[src/rtl/alarm_ring.sv]
// Alarm minute-match ringer: beeps the buzzer for a bounded time after the
// current minute matches the stored alarm minute, with stop and limited snooze.
module alarm_ring #(
    parameter int unsigned RING_SECS   = 60,
    parameter int unsigned SNOOZE_SECS = 300,
    parameter int unsigned MAX_SNOOZE  = 3
) (
    input  logic       clk,
    input  logic       rst,
    input  logic       tick_1hz,
    input  logic       alarm_en,
    input  logic [3:0] cur_min1,
    input  logic [3:0] cur_min2,
    input  logic [3:0] alarm_min1,
    input  logic [3:0] alarm_min2,
    input  logic       stop,
    input  logic       snooze,
    output logic       buzz,
    output logic       ringing,
    output logic       snoozing,
    output logic [2:0] snooze_left
);

    typedef enum logic [1:0] {
        IDLE   = 2'd0,
        RING   = 2'd1,
        SNOOZE = 2'd2,
        DONE   = 2'd3
    } state_t;

    localparam logic [7:0] RING_END   = 8'(RING_SECS);
    localparam logic [9:0] SNOOZE_END = 10'(SNOOZE_SECS);
    localparam logic [2:0] SNOOZE_MAX = 3'(MAX_SNOOZE);

    state_t     state, state_nx;
    logic [7:0] ring_cnt, ring_cnt_nx;
    logic [9:0] snz_cnt, snz_cnt_nx;
    logic       buzz_nx;
    logic [2:0] left_nx;
    logic       match;

    assign match = (cur_min1 == alarm_min1) && (cur_min2 == alarm_min2);

    always_ff @(posedge clk) begin
        if (rst) begin
            state       <= IDLE;
            ring_cnt    <= '0;
            snz_cnt     <= '0;
            buzz        <= 1'b0;
            ringing     <= 1'b0;
            snoozing    <= 1'b0;
            snooze_left <= SNOOZE_MAX;
        end else begin
            state       <= state_nx;
            ring_cnt    <= ring_cnt_nx;
            snz_cnt     <= snz_cnt_nx;
            buzz        <= buzz_nx;
            ringing     <= (state_nx == RING);
            snoozing    <= (state_nx == SNOOZE);
            snooze_left <= left_nx;
        end
    end

    always_comb begin
        state_nx    = state;
        ring_cnt_nx = ring_cnt;
        snz_cnt_nx  = snz_cnt;
        buzz_nx     = buzz;
        left_nx     = snooze_left;

        if (!alarm_en) begin
            state_nx = IDLE;
            buzz_nx  = 1'b0;
        end else begin
            unique case (state)
                IDLE: begin
                    buzz_nx = 1'b0;
                    if (match) begin
                        state_nx    = RING;
                        ring_cnt_nx = '0;
                        buzz_nx     = 1'b1;
                        left_nx     = SNOOZE_MAX;
                    end
                end
                RING: begin
                    // Button presses take priority over a coincident tick.
                    if (stop) begin
                        state_nx = DONE;
                        buzz_nx  = 1'b0;
                    end else if (snooze) begin
                        buzz_nx = 1'b0;
                        if (snooze_left != 3'd0) begin
                            state_nx   = SNOOZE;
                            left_nx    = snooze_left - 3'd1;
                            snz_cnt_nx = '0;
                        end else begin
                            state_nx = DONE;
                        end
                    end else if (tick_1hz) begin
                        ring_cnt_nx = ring_cnt + 8'd1;
                        buzz_nx     = ~buzz;
                        if (ring_cnt + 8'd1 == RING_END) begin
                            state_nx = DONE;
                            buzz_nx  = 1'b0;
                        end
                    end
                end
                SNOOZE: begin
                    buzz_nx = 1'b0;
                    if (stop) begin
                        state_nx = DONE;
                    end else if (tick_1hz) begin
                        snz_cnt_nx = snz_cnt + 10'd1;
                        if (snz_cnt + 10'd1 == SNOOZE_END) begin
                            state_nx    = RING;
                            ring_cnt_nx = '0;
                            buzz_nx     = 1'b1;
                        end
                    end
                end
                DONE: begin
                    buzz_nx = 1'b0;
                    if (!match) state_nx = IDLE;
                end
                default: begin
                    state_nx = IDLE;
                    buzz_nx  = 1'b0;
                end
            endcase
        end
    end

endmodule

[config.mk]
export PLATFORM = sky130hd
export DESIGN_NAME = alarm_ring
export DESIGN_NICKNAME = d
export VERILOG_FILES = /design/src/rtl/alarm_ring.sv
export SDC_FILE = /design/constraint.sdc
export NUM_CORES = 1
export LEC_CHECK = 0
export CAP_MARGIN = 20
export CORE_MARGIN = 1
export CORE_UTILIZATION = 40
export CTS_BUF_LIST = sky130_fd_sc_hd__clkbuf_4 sky130_fd_sc_hd__clkbuf_8
export CTS_CLUSTER_SIZE = 24
export DETAILED_ROUTE_END_ITERATION = 8
export GPL_TIMING_DRIVEN = 1
export PLACE_DENSITY = 0.65
export SYNTH_ARGS = -nofsm -noshare
export SYNTH_HDL_FRONTEND = slang
export SYNTH_SLANG_ARGS = --single-unit
export TNS_END_PERCENT = 10
[constraint.sdc]
create_clock -name clk -period 1.7 [get_ports clk]
set_input_delay 0.17 -clock clk [delete_from_list [all_inputs] [get_ports clk]]
set_output_delay 0.17 -clock clk [all_outputs]
set_load 0.05 [all_outputs]
==> results summary, run 1 <==
The run finished, with violations left. The final reports fail on negative setup slack. Of the available clock period, the critical path in the final layout requires 1.01. The net count after synthesis is 227. The capturing element type of the critical path is a register. Clock-pin slew was measured on the worst setup and hold paths at 0.08 ns.

The area share of and/or/nand/nor cells after synthesis came out at 0.291. The multiplexer share of the synthesized area is 0.00603. After synthesis, the most frequently instantiated cells are 26 x sky130_fd_sc_hd__dfxtp_1, 21 x sky130_fd_sc_hd__nor2_1, 17 x sky130_fd_sc_hd__a21oi_1. The area of the die came out at 4410 um2.

Among all flip-flop cells after synthesis, the most frequent one is sky130_fd_sc_hd__dfxtp_1. The I/O pin count came out at 28. The core box area is 4000 um2. The die boundary height came out at 66.4 um. The routed length per instance came out at 14.4 um. TritonCTS built the clock tree. The cell row count is 23. The data arrival time of the critical path is 1.93 ns. The tool flagged a number of max-cap violations equal to 0. The average cell area after synthesis came out at 8.25 um2. The via count of the first global-routing pass came out at 1571.

The synthesis-to-layout area growth is 45.8%. The class of the tightest hold or removal check is register to register. The mapped netlist covers 1660 um2.

The largest net degree at the start of global routing came out at 15. Setup repair after global routing could not meet its margin everywhere. Of all cell types, the one taking the most synthesized area is sky130_fd_sc_hd__dfxtp_1. The sink count of the clock tree came out at 26. The global routing usage summed across all routing layers is 0.218. The number of nets still failing antenna checks after routing came out at 0.

The total wire length after detailed routing is 4530 um. The setup violation total in the final timing report came out at 1. The antenna diode instance count came out at 0. The number of hold violations in the final report is 0. Summed over all nets, wire length on met2 after detailed routing comes to 2230 um. The global placement routability congestion is 0.859. In this run the power density over the cells is 468 nW/um2. CTS placed an instance of sky130_fd_sc_hd__clkbuf_8 at the clock tree root. Using the TritonRoute via totals, the vias-per-cell ratio works out to 5.65.

By area, the combinational part of the netlist is dominated by simple AND/OR/NAND/NOR gates. Of the post-synthesis cell area, the dominant cell type holds 0.314. The final worst-path setup slack is -0.0203 ns. The maximum clock insertion buffer count came out at 2. The first-iteration detailed-routing DRC count came out at 101. After technology mapping, the gate count stands at 201.

The detailed-routed wire length on met3 is 145 um. The worst slack after detailed placement is -0.320 ns. The fraction of the yosys area taken by sequential cells came out at 0.314. The starting density of the core is 0.415.

The overall power came out at 1.13 mW. Headroom to the max-slew limit came out at 0.663. The number of pins with negative max-slew slack in the final report came out at 0.

The biggest fanout along the worst timing path is 3. The post-synthesis share of cell area spent on full adders, half adders and majority gates is 0.0302. TritonCTS created 3 clock buffers. The net count reported at finish is 292. The total overflow left after global routing is 0.

The worst-skew pair later-pin latency came out at 0.27 ns. The count of different cell masters after synthesis came out at 43. For this design the static power due to leakage is 0.893 nW. Counting flops with a built-in enable in the synthesized netlist gives 0.

The post-synthesis compound-gate area fraction came to 0.281. The post-synthesis register bit count is 26. The clock period minus worst slack came out at 1.72 ns. The maximum clock rate came out at 0.581 GHz. The startpoint type of the worst setup path is a register. The smallest hold slack is 0.466 ns. For this run, the detailed router's first-pass iteration total came to 4. For this run, design rule violations remaining after detail routing come to 0. For this run, asynchronously set or reset flops after synthesis account for 0. The share of cells above drive strength 1 came out at 0.287. The worst path required time is 1.91 ns. The class of the most critical setup path is register to register.

The wire length of the first global-routing pass came out at 7370 um. From left edge to right edge, the die measures 66.4 um. Buffers placed on the I/O ports in this run total 27. The routed length on met1 is 2150 um. The number of warnings issued by yosys came out at 0. After routing, the total negative slack on setup checks comes to -0.0203 ns. The level count of the clock H-tree is 1. The detailed router used layers up to and including met3. The clock skew after layout is 0.0109 ns. By instance count, the leading cell after synthesis is sky130_fd_sc_hd__dfxtp_1. The transition time at the pin with the least slew margin came out at 0.504 ns.

Of the total synthesized cell area, the portion taken by XOR and XNOR cells is 0.0422. The peak supply drop is 0.291 mV. The total via count in the routed design came out at 1781. The initial antenna violation count is 0.

Detailed placement ended at an HPWL of 3370 um. By area the synthesized netlist is led by sky130_fd_sc_hd__dfxtp_1 31%, sky130_fd_sc_hd__a21oi_1 5.1%, sky130_fd_sc_hd__a311oi_1 4.8%.
==> layout make-up <==
| type | instances | area, um2 |
|---|---|---|
| fill | 360 | 1580 |
| multi-input combinational | 160 | 1170 |
| timing repair buffer | 70 | 584 |
| sequential | 26 | 534 |
| tap | 50 | 62.6 |
| clock buffer | 4 | 48.8 |
| inverter | 5 | 18.8 |
==> final timing paths <==
kind / cells past startpoint / from / slack, ns / endpoint
worst max-delay path: 6 / snz_cnt[0] / -0.02 / ringing
worst min register to register: 2 / snz_cnt[1] / 0.47 / snz_cnt[1]
worst max register to register: 6 / snz_cnt[0] / -0.02 / ringing
worst min-delay path: 2 / snz_cnt[1] / 0.47 / snz_cnt[1]
==> logic make-up after synthesis <==
kind of cell	after synthesis
and+or+nand+nor	85
AOI/OAI and AO/OA	62
DFF	26
buffers and inverters	15
xor gates and xnor gates	8
adders and majority gates	4
muxes	1
==> stage by stage <==
step	cell area (um2)	util	std cells
2_1_floorplan	1670	-	201
3_3_place_gp	2260	0.565	308
3_5_place_dp	2260	0.565	308
4_1_cts	2390	0.596	313
5_1_grt	2420	0.605	315
6_report	2420	0.605	315
==> worst max-delay path, stage by stage (launching register included) <==
cell and delay [ns]:
sky130_fd_sc_hd__dfxtp_1 0.35, sky130_fd_sc_hd__ha_1 0.17, sky130_fd_sc_hd__and4bb_2 0.29, sky130_fd_sc_hd__a41oi_1 0.16
sky130_fd_sc_hd__o32a_1 0.37, sky130_fd_sc_hd__o221ai_1 0.10, sky130_fd_sc_hd__o2111a_1 0.22
==> power breakdown <==
part	total, mW	internal, mW	switching, mW
combinational	0.152	0.0771	0.0747
clock	0.374	0.183	0.190
sequential	0.606	0.605	0.000192
==> cell usage in the layout, fill, tap and decap left out, types with 5 or more instances in the layout <==
cell type,n
sky130_fd_sc_hd__a21oi_1,17
sky130_fd_sc_hd__a311oi_1,9
sky130_fd_sc_hd__buf_4,43
sky130_fd_sc_hd__clkdlybuf4s50_1,18
sky130_fd_sc_hd__dfxtp_1,19
sky130_fd_sc_hd__dfxtp_2,5
sky130_fd_sc_hd__dlygate4sd2_1,8
sky130_fd_sc_hd__inv_1,5
sky130_fd_sc_hd__nand2_1,14
sky130_fd_sc_hd__nand2b_1,6
sky130_fd_sc_hd__nand3_1,11
sky130_fd_sc_hd__nand4_1,5
sky130_fd_sc_hd__nor2_1,21
sky130_fd_sc_hd__o21ai_0,8
==> per-layer routing <==
metal | vias to the layer above | global-route usage
met4 | 0 | 0.0239
met2 | 40 | 0.362
met3 | 0 | 0.0328
met5 | - | 0
met1 | 854 | 0.304
li1 | 887 | -
==> registers in the layout, indices dropped and copies added (netlist names) <==
signal and count:
ring_cnt 8, state 2, snooze_left 3, ringing 1, buzz 1, snoozing 1
snz_cnt 10
==> what timing repair did <==
| action | in CTS | in global routing |
|---|---|---|
| setup buffers | 1 | 2 |
| pin swaps | 10 | 6 |
| resized for setup | 23 | 7 |
| setup endpoints to repair | 6 | 14 |
| hold endpoints to repair | 0 | 0 |
| hold buffers | 0 | 0 |
Power figures use the tool's default switching activity.
==> inputs of run 2 (changes only) <==
PLACE_DENSITY = 0.76   (was 0.65)
==> results summary, run 2 (same netlist as run 1, synthesis figures left out) <==
Result of the run: completed (was finished, violations left). The worst slack after detailed placement is -0.302 ns (was -0.320 ns). The final-layout setup total negative slack is 0 ns (was -0.0203 ns).

The worst reg-to-reg path cell count is 6 (unchanged). The root cell of the clock tree was sky130_fd_sc_hd__clkbuf_8 (unchanged). The portion of total power attributed to sequential cells came out at 0.516 (was 0.535). The via count normalized by instance count is 5.71 (was 5.65). The net count reported at finish came out at 289 (was 292). The I/O pin count is 28 (unchanged). The total via count in the routed design is 1783 (was 1781).

The startpoint of the lowest-slack hold path is snooze_left[2] (was snz_cnt[1]). The antenna diode instance count came out at 0 (unchanged). The via count of the first global-routing pass is 1689 (was 1571). The total leakage power came out at 1.00 nW (was 0.893 nW).

The cell row count is 23 (unchanged). The worst path required time came to 1.92 ns (was 1.91 ns). The placed wire-length estimate is 3170 um (was 3370 um). RSZ-0062 raised after global routing: yes (unchanged). The number of buffers added to fix hold violations after cts is 0 (unchanged). The biggest cell delay along the critical path is 0.36 ns (was 0.37 ns). The residual DRC count came out at 0 (unchanged). The global routing usage summed across all routing layers came to 0.221 (was 0.218).

The number of cells on the worst hold path came out at 1 (was 2). The setup violation total in the final timing report came out at 0 (was 1). The slack of the worst reg-to-reg path is 0.02 ns (was -0.02 ns).

The logic gate share of total power was 0.135 (was 0.134). The starting density of the core is 0.415 (unchanged). The wire length of the first global-routing pass came to 7430 um (was 7370 um). The clock-pin slew of the registers on the worst-case setup and hold paths came to 0.09 ns (was 0.08 ns).

The routed length on met1 came to 1990 um (was 2150 um). The final core utilization came out at 0.618 (was 0.605). The beginning of the worst register-to-register path is ring_cnt[0] (was snz_cnt[0]).

The smallest hold slack came out at 0.464 ns (was 0.466 ns). The area of the die is 4410 um2 (unchanged). The maximum clock insertion buffer count is 2 (unchanged). The final worst-path setup slack is 0.0212 ns (was -0.0203 ns).

The initial antenna violation count came out at 0 (unchanged). The endpoint with the worst hold slack is snooze_left[2] (was snz_cnt[1]). The worst path buffer plus inverter count is 0 (unchanged). The share of cells above drive strength 1 was 0.294 (was 0.287). The sink count of the clock tree is 26 (unchanged).

The number of hold violations in the final report came out at 0 (unchanged). The class of the most critical setup path was register to register (unchanged). The maximum clock rate came out at 0.596 GHz (was 0.581 GHz). The CTS tree is yes (unchanged). The total wire length after detailed routing was 4620 um (was 4530 um).

The detailed-routed wire length on met3 is 253 um (was 145 um). The cell-internal power was 0.895 mW (was 0.866 mW). The clock period minus worst slack is 1.68 ns (was 1.72 ns).

The overall power came out at 1.17 mW (was 1.13 mW). The worst max-slew margin expressed relative to the limit is 0.641 (was 0.663). The number of iterations in the first detailed-routing pass was 5 (was 4). The class of the tightest hold or removal check was register to register (unchanged). The top register by number of flip-flops is snz_cnt (unchanged). The most common cell after layout, fill and taps aside is sky130_fd_sc_hd__buf_4 (unchanged). The global placement routability congestion was 0.802 (was 0.859). The number of pins with negative max-slew slack in the final report is 0 (unchanged). The transition time at the pin with the least slew margin came to 0.537 ns (was 0.504 ns).

The die boundary height came out at 66.4 um (unchanged). The peak supply drop is 0.302 mV (was 0.291 mV). The worst-skew pair later-pin latency came out at 0.28 ns (was 0.27 ns). The core box area came out at 4000 um2 (unchanged). The largest net degree at the start of global routing came out at 15 (unchanged).

The total power divided by cell area is 474 nW/um2 (was 468 nW/um2). The routed length per instance came out at 14.8 um (was 14.4 um). The reg-to-reg critical path endpoint is snoozing (was ringing).

The number of I/O port buffers is 27 (unchanged). The final worst-path cycle share was 0.988 (was 1.01). The total area of multi-input combinational cells came out at 1190 um2 (was 1170 um2). The data arrival time of the critical path is 1.90 ns (was 1.93 ns). Worst-path cell chain: ha_4 > nand4_1 > nor4_4 > a31oi_2 > a2111oi_4 > o2111a_1 (was ha_1 > and4bb_2 > a41oi_1 > o32a_1 > o221ai_1 > o2111a_1). Commonest cells after routing, fill and taps aside: 38 x sky130_fd_sc_hd__buf_4, 21 x sky130_fd_sc_hd__nor2_1, 18 x sky130_fd_sc_hd__dfxtp_1 (was 43 x sky130_fd_sc_hd__buf_4, 21 x sky130_fd_sc_hd__nor2_1, 19 x sky130_fd_sc_hd__dfxtp_1).

The number of nets still failing antenna checks after routing came to 0 (unchanged). The library cell contributing the largest single delay on the critical path is sky130_fd_sc_hd__dfxtp_2 (was sky130_fd_sc_hd__o32a_1). The residual overflow from global routing was 0 (unchanged).

The synthesis-to-layout area growth is 49.1% (was 45.8%). The number of flip-flops in the largest register was 10 (unchanged). The number of buffers inserted during clock tree synthesis came out at 3 (unchanged).

The power dissipated by switching net loads is 0.277 mW (was 0.265 mW). The number of max-cap violations is 0 (unchanged). The clock skew after layout was 0.00402 ns (was 0.0109 ns). The register area came to 536 um2 (was 534 um2).

The die width is 66.4 um (unchanged). The total of fill cells in the finished design came out at 320 (was 360). The level count of the clock H-tree came out at 1 (unchanged).

The cell type group with the largest total delay on the critical path is compound AO/OA/AOI/OAI gates (unchanged). The switching share of power came out at 0.237 (was 0.234). The first-iteration detailed-routing DRC count came out at 128 (was 101).

The capturing element type of the critical path was a register (unchanged). The uppermost metal layer occupied by signal nets is met4 (was met3). The total length of routed met2 wires is 2260 um (was 2230 um). Registers with the most flip-flops: snz_cnt x10, ring_cnt x8, snooze_left x3 (unchanged).

The startpoint type of the worst setup path was a register (unchanged). The biggest fanout along the worst timing path came out at 5 (was 3). The clock share of power came out at 0.348 (was 0.330).
==> run 2: cell count changes in the layout (fill, tap and decap cells not counted), sizes merged <==
cell	delta
clkdlybuf4s50	-4
buf	-4
dlymetal6s2s	+13
dlygate4sd2	-8
==> run 2: layout make-up <==
type | count | share of cell area
clock buffer | 4 | 0.0223
inverter | 5 | 0.00759
multi-input combinational | 160 | 0.482
sequential | 26 | 0.216
tap | 50 | 0.0253
timing repair buffer | 67 | 0.247
==> run 2: timing repair <==
item                                    in CTS  in global routing
resized for setup                            6                 34
endpoints found under the setup margin       5                 17
setup buffers                                1                  1
endpoints found under the hold margin        0                  0
pin swaps                                    6                  7
==> run 2: stage by stage <==
stage | cell area, um2 | std cells
2_1_floorplan | 1670 | 201
3_3_place_gp | 2250 | 306
3_5_place_dp | 2250 | 306
4_1_cts | 2340 | 311
5_1_grt | 2470 | 312
6_report | 2470 | 312
==> run 2: power groups by stage <==
| stage | Combinational [mW] | Clock, mW | Sequential (mW) |
|---|---|---|---|
| after floorplan | 0.0588 | 0 | 0.621 |
| after global placement | 0.144 | 0 | 0.620 |
| after detailed placement | 0.147 | 0 | 0.620 |
| after CTS | 0.148 | 0.411 | 0.606 |
| after global routing | 0.171 | 0.440 | 0.606 |
| final | 0.159 | 0.408 | 0.606 |
==> run 2: worst max path at each step <==
stage	from	endpoint	slack [ns]	depth (start not counted)
detailed placement	alarm_min1[1]	buzz	-0.30	7
finish	ring_cnt[0]	snoozing	0.02	6
floorplan	ring_cnt[0]	snoozing	0.008	6
global route	ring_cnt[0]	snoozing	-0.07	6
global placement	alarm_min1[1]	ring_cnt[1]	-0.27	7
CTS	ring_cnt[0]	snoozing	-0.12	6
==> run 2: layer usage <==
layer | up-vias | track usage
li1 | 878 | -
met1 | 824 | 0.283
met2 | 67 | 0.358
met3 | 14 | 0.0397
met4 | 0 | 0.101
met5 | - | 0
==> run 2: worst reg2reg max path, delay by kind of cell (launching register included) <==
family | cells | cell delay, ns
fa+ha+maj | 1 | 0.16
compound gates | 3 | 0.77
simple gates | 2 | 0.35
flops | 1 | 0.36
==> inputs of run 3 (changes only) <==
HOLD_SLACK_MARGIN = 0.12   (was not set)
RECOVER_POWER = 25   (was not set)
==> results summary, run 3 (same netlist as run 1, synthesis figures left out) <==
The core box area is 4000 um2 (unchanged). Commonest cells after routing, fill and taps aside: 38 x sky130_fd_sc_hd__buf_4, 21 x sky130_fd_sc_hd__nor2_1, 18 x sky130_fd_sc_hd__dfxtp_1 (unchanged). The data arrival time of the critical path is 1.90 ns (about the same). The residual DRC count came out at 0 (unchanged). The clock share of power came out at 0.346 (was 0.348).

The maximum clock rate is 0.594 GHz (was 0.596 GHz). The worst path required time came to 1.92 ns (about the same). The power dissipated by switching net loads is 0.273 mW (was 0.277 mW). The share of cells above drive strength 1 was 0.282 (was 0.294). The starting density of the core came out at 0.415 (unchanged). The count of placed standard cells including taps is 306 (unchanged). The number of hold violations in the final report is 0 (unchanged). RSZ-0062 raised after global routing: yes (unchanged). The initial antenna violation count was 0 (unchanged). The total wire length after detailed routing came out at 4610 um (was 4620 um). The number of nets still failing antenna checks after routing is 0 (unchanged). The final worst-path cycle share was 0.990 (was 0.988). The clock-pin slew of the registers on the worst-case setup and hold paths was 0.09 ns (about the same).

The number of max-cap violations was 0 (unchanged). The total leakage power is 0.980 nW (was 1.00 nW). The worst-skew pair later-pin latency came out at 0.27 ns (was 0.28 ns). The most common cell after layout, fill and taps aside is sky130_fd_sc_hd__buf_4 (unchanged).

The total via count in the routed design is 1797 (was 1783). The level count of the clock H-tree is 1 (unchanged). The CTS tree is yes (unchanged). The peak supply drop was 0.302 mV (about the same). The capturing element type of the critical path was a register (unchanged).

The largest net degree at the start of global routing came out at 15 (unchanged). The synthesis-to-layout area growth is 48.2% (was 49.1%). Result of the run: completed (unchanged). The die width is 66.4 um (unchanged). The wire length of the first global-routing pass is 7430 um (unchanged).

The global routing usage summed across all routing layers is 0.221 (unchanged). The final-layout setup total negative slack came out at 0 ns (unchanged). The clock skew after layout came to 0.00382 ns (was 0.00402 ns). The worst max-slew margin expressed relative to the limit is 0.603 (was 0.641).

The antenna diode instance count is 0 (unchanged). The number of I/O port buffers is 27 (unchanged). The final non-filler cell area came out at 2460 um2 (was 2470 um2).

The root cell of the clock tree is sky130_fd_sc_hd__clkbuf_8 (unchanged). The I/O pin count came to 28 (unchanged). The switching share of power came out at 0.234 (was 0.237). The transition time at the pin with the least slew margin is 0.598 ns (was 0.537 ns).

The total power divided by cell area came to 475 nW/um2 (was 474 nW/um2). The top register by number of flip-flops is snz_cnt (unchanged). The placed wire-length estimate came out at 3170 um (unchanged).

The net count reported at finish came out at 289 (unchanged). The die boundary height came out at 66.4 um (unchanged). The number of buffers inserted during clock tree synthesis is 3 (unchanged). The maximum clock insertion buffer count came out at 2 (unchanged). The number of iterations in the first detailed-routing pass is 4 (was 5).

The final core utilization came out at 0.615 (was 0.618). Registers with the most flip-flops: snz_cnt x10, ring_cnt x8, snooze_left x3 (unchanged). The logic gate share of total power was 0.135 (about the same). The routed length per instance is 14.8 um (about the same). The number of pins with negative max-slew slack in the final report came out at 0 (unchanged). The class of the tightest hold or removal check was register to register (unchanged). The residual overflow from global routing is 0 (unchanged).

The clock period minus worst slack is 1.68 ns (about the same). The startpoint type of the worst setup path is a register (unchanged). The class of the most critical setup path was register to register (unchanged). The via count normalized by instance count is 5.76 (was 5.71). The via count of the first global-routing pass is 1689 (unchanged).

The sink count of the clock tree is 26 (unchanged). The setup violation total in the final timing report came out at 0 (unchanged). The smallest hold slack is 0.466 ns (was 0.464 ns). The number of flip-flops in the largest register is 10 (unchanged). The count of non-filler cells in the finished layout came out at 312 (unchanged). The biggest fanout along the worst timing path came to 5 (unchanged). The global placement routability congestion came out at 0.802 (unchanged). The cell row count is 23 (unchanged). The first-iteration detailed-routing DRC count is 122 (was 128). The cell-internal power came out at 0.894 mW (was 0.895 mW). The portion of total power attributed to sequential cells came to 0.519 (was 0.516). The area of the die came out at 4410 um2 (unchanged). The instance area at placement came to 2250 um2 (unchanged). The number of buffers added to fix hold violations after cts was 0 (unchanged).
## run 3: per-stage QoR
stage                     worst slack [ns]  power (mW)
after global routing               -0.0691        1.22
after global placement              -0.266       0.764
final                               0.0178        1.17
after CTS                           -0.122        1.16
after detailed placement            -0.302       0.767
after floorplan                    0.00782       0.679
## run 3: worst paths after layout
kind	startpoint	endpoint	slack, ns	depth (start not counted)
hold / removal	snooze_left[2]	snooze_left[2]	0.47	1
setup reg to reg	ring_cnt[0]	snoozing	0.02	6
hold reg to reg	snooze_left[2]	snooze_left[2]	0.47	1
setup / recovery	ring_cnt[0]	snoozing	0.02	6
## run 3: power groups by stage
stage	combinational (mW)	sequential [mW]	clock, mW
floorplan	0.0588	0.621	0
global placement	0.144	0.620	0
detailed placement	0.147	0.620	0
CTS	0.148	0.606	0.411
global route	0.171	0.606	0.440
finish	0.158	0.606	0.403
## run 3: critical path, cell delays in order, from the launching register on
cell and delay (ns):
sky130_fd_sc_hd__dfxtp_2 0.36, sky130_fd_sc_hd__ha_4 0.16, sky130_fd_sc_hd__nand4_1 0.14, sky130_fd_sc_hd__nor4_4 0.21, sky130_fd_sc_hd__a31oi_2 0.19, sky130_fd_sc_hd__a2111oi_4 0.34
sky130_fd_sc_hd__o2111a_1 0.24
## run 3: per-layer routing
| metal | routed length [um] | global-route usage | vias to the layer above |
|---|---|---|---|
| li1 | - | - | 878 |
| met1 | 1960 | 0.283 | 827 |
| met2 | 2220 | 0.358 | 75 |
| met3 | 274 | 0.0397 | 17 |
| met4 | 152 | 0.101 | 0 |
| met5 | 0 | 0 | - |
## run 3: repair_timing
item	4_1_cts	5_1_grt
resized for setup	6	34
pin swaps	6	7
setup endpoints to repair	5	17
buffers inserted	1	1
## run 3: layout make-up
cell class / instances / area [um2]
Timing Repair Buffer: 67 / 602
Multi-Input combinational cell: 160 / 1180
Fill cell: 325 / 1540
Tap cell: 50 / 62.6
Inverter: 5 / 18.8
Clock buffer: 4 / 55.1
Sequential cell: 26 / 536
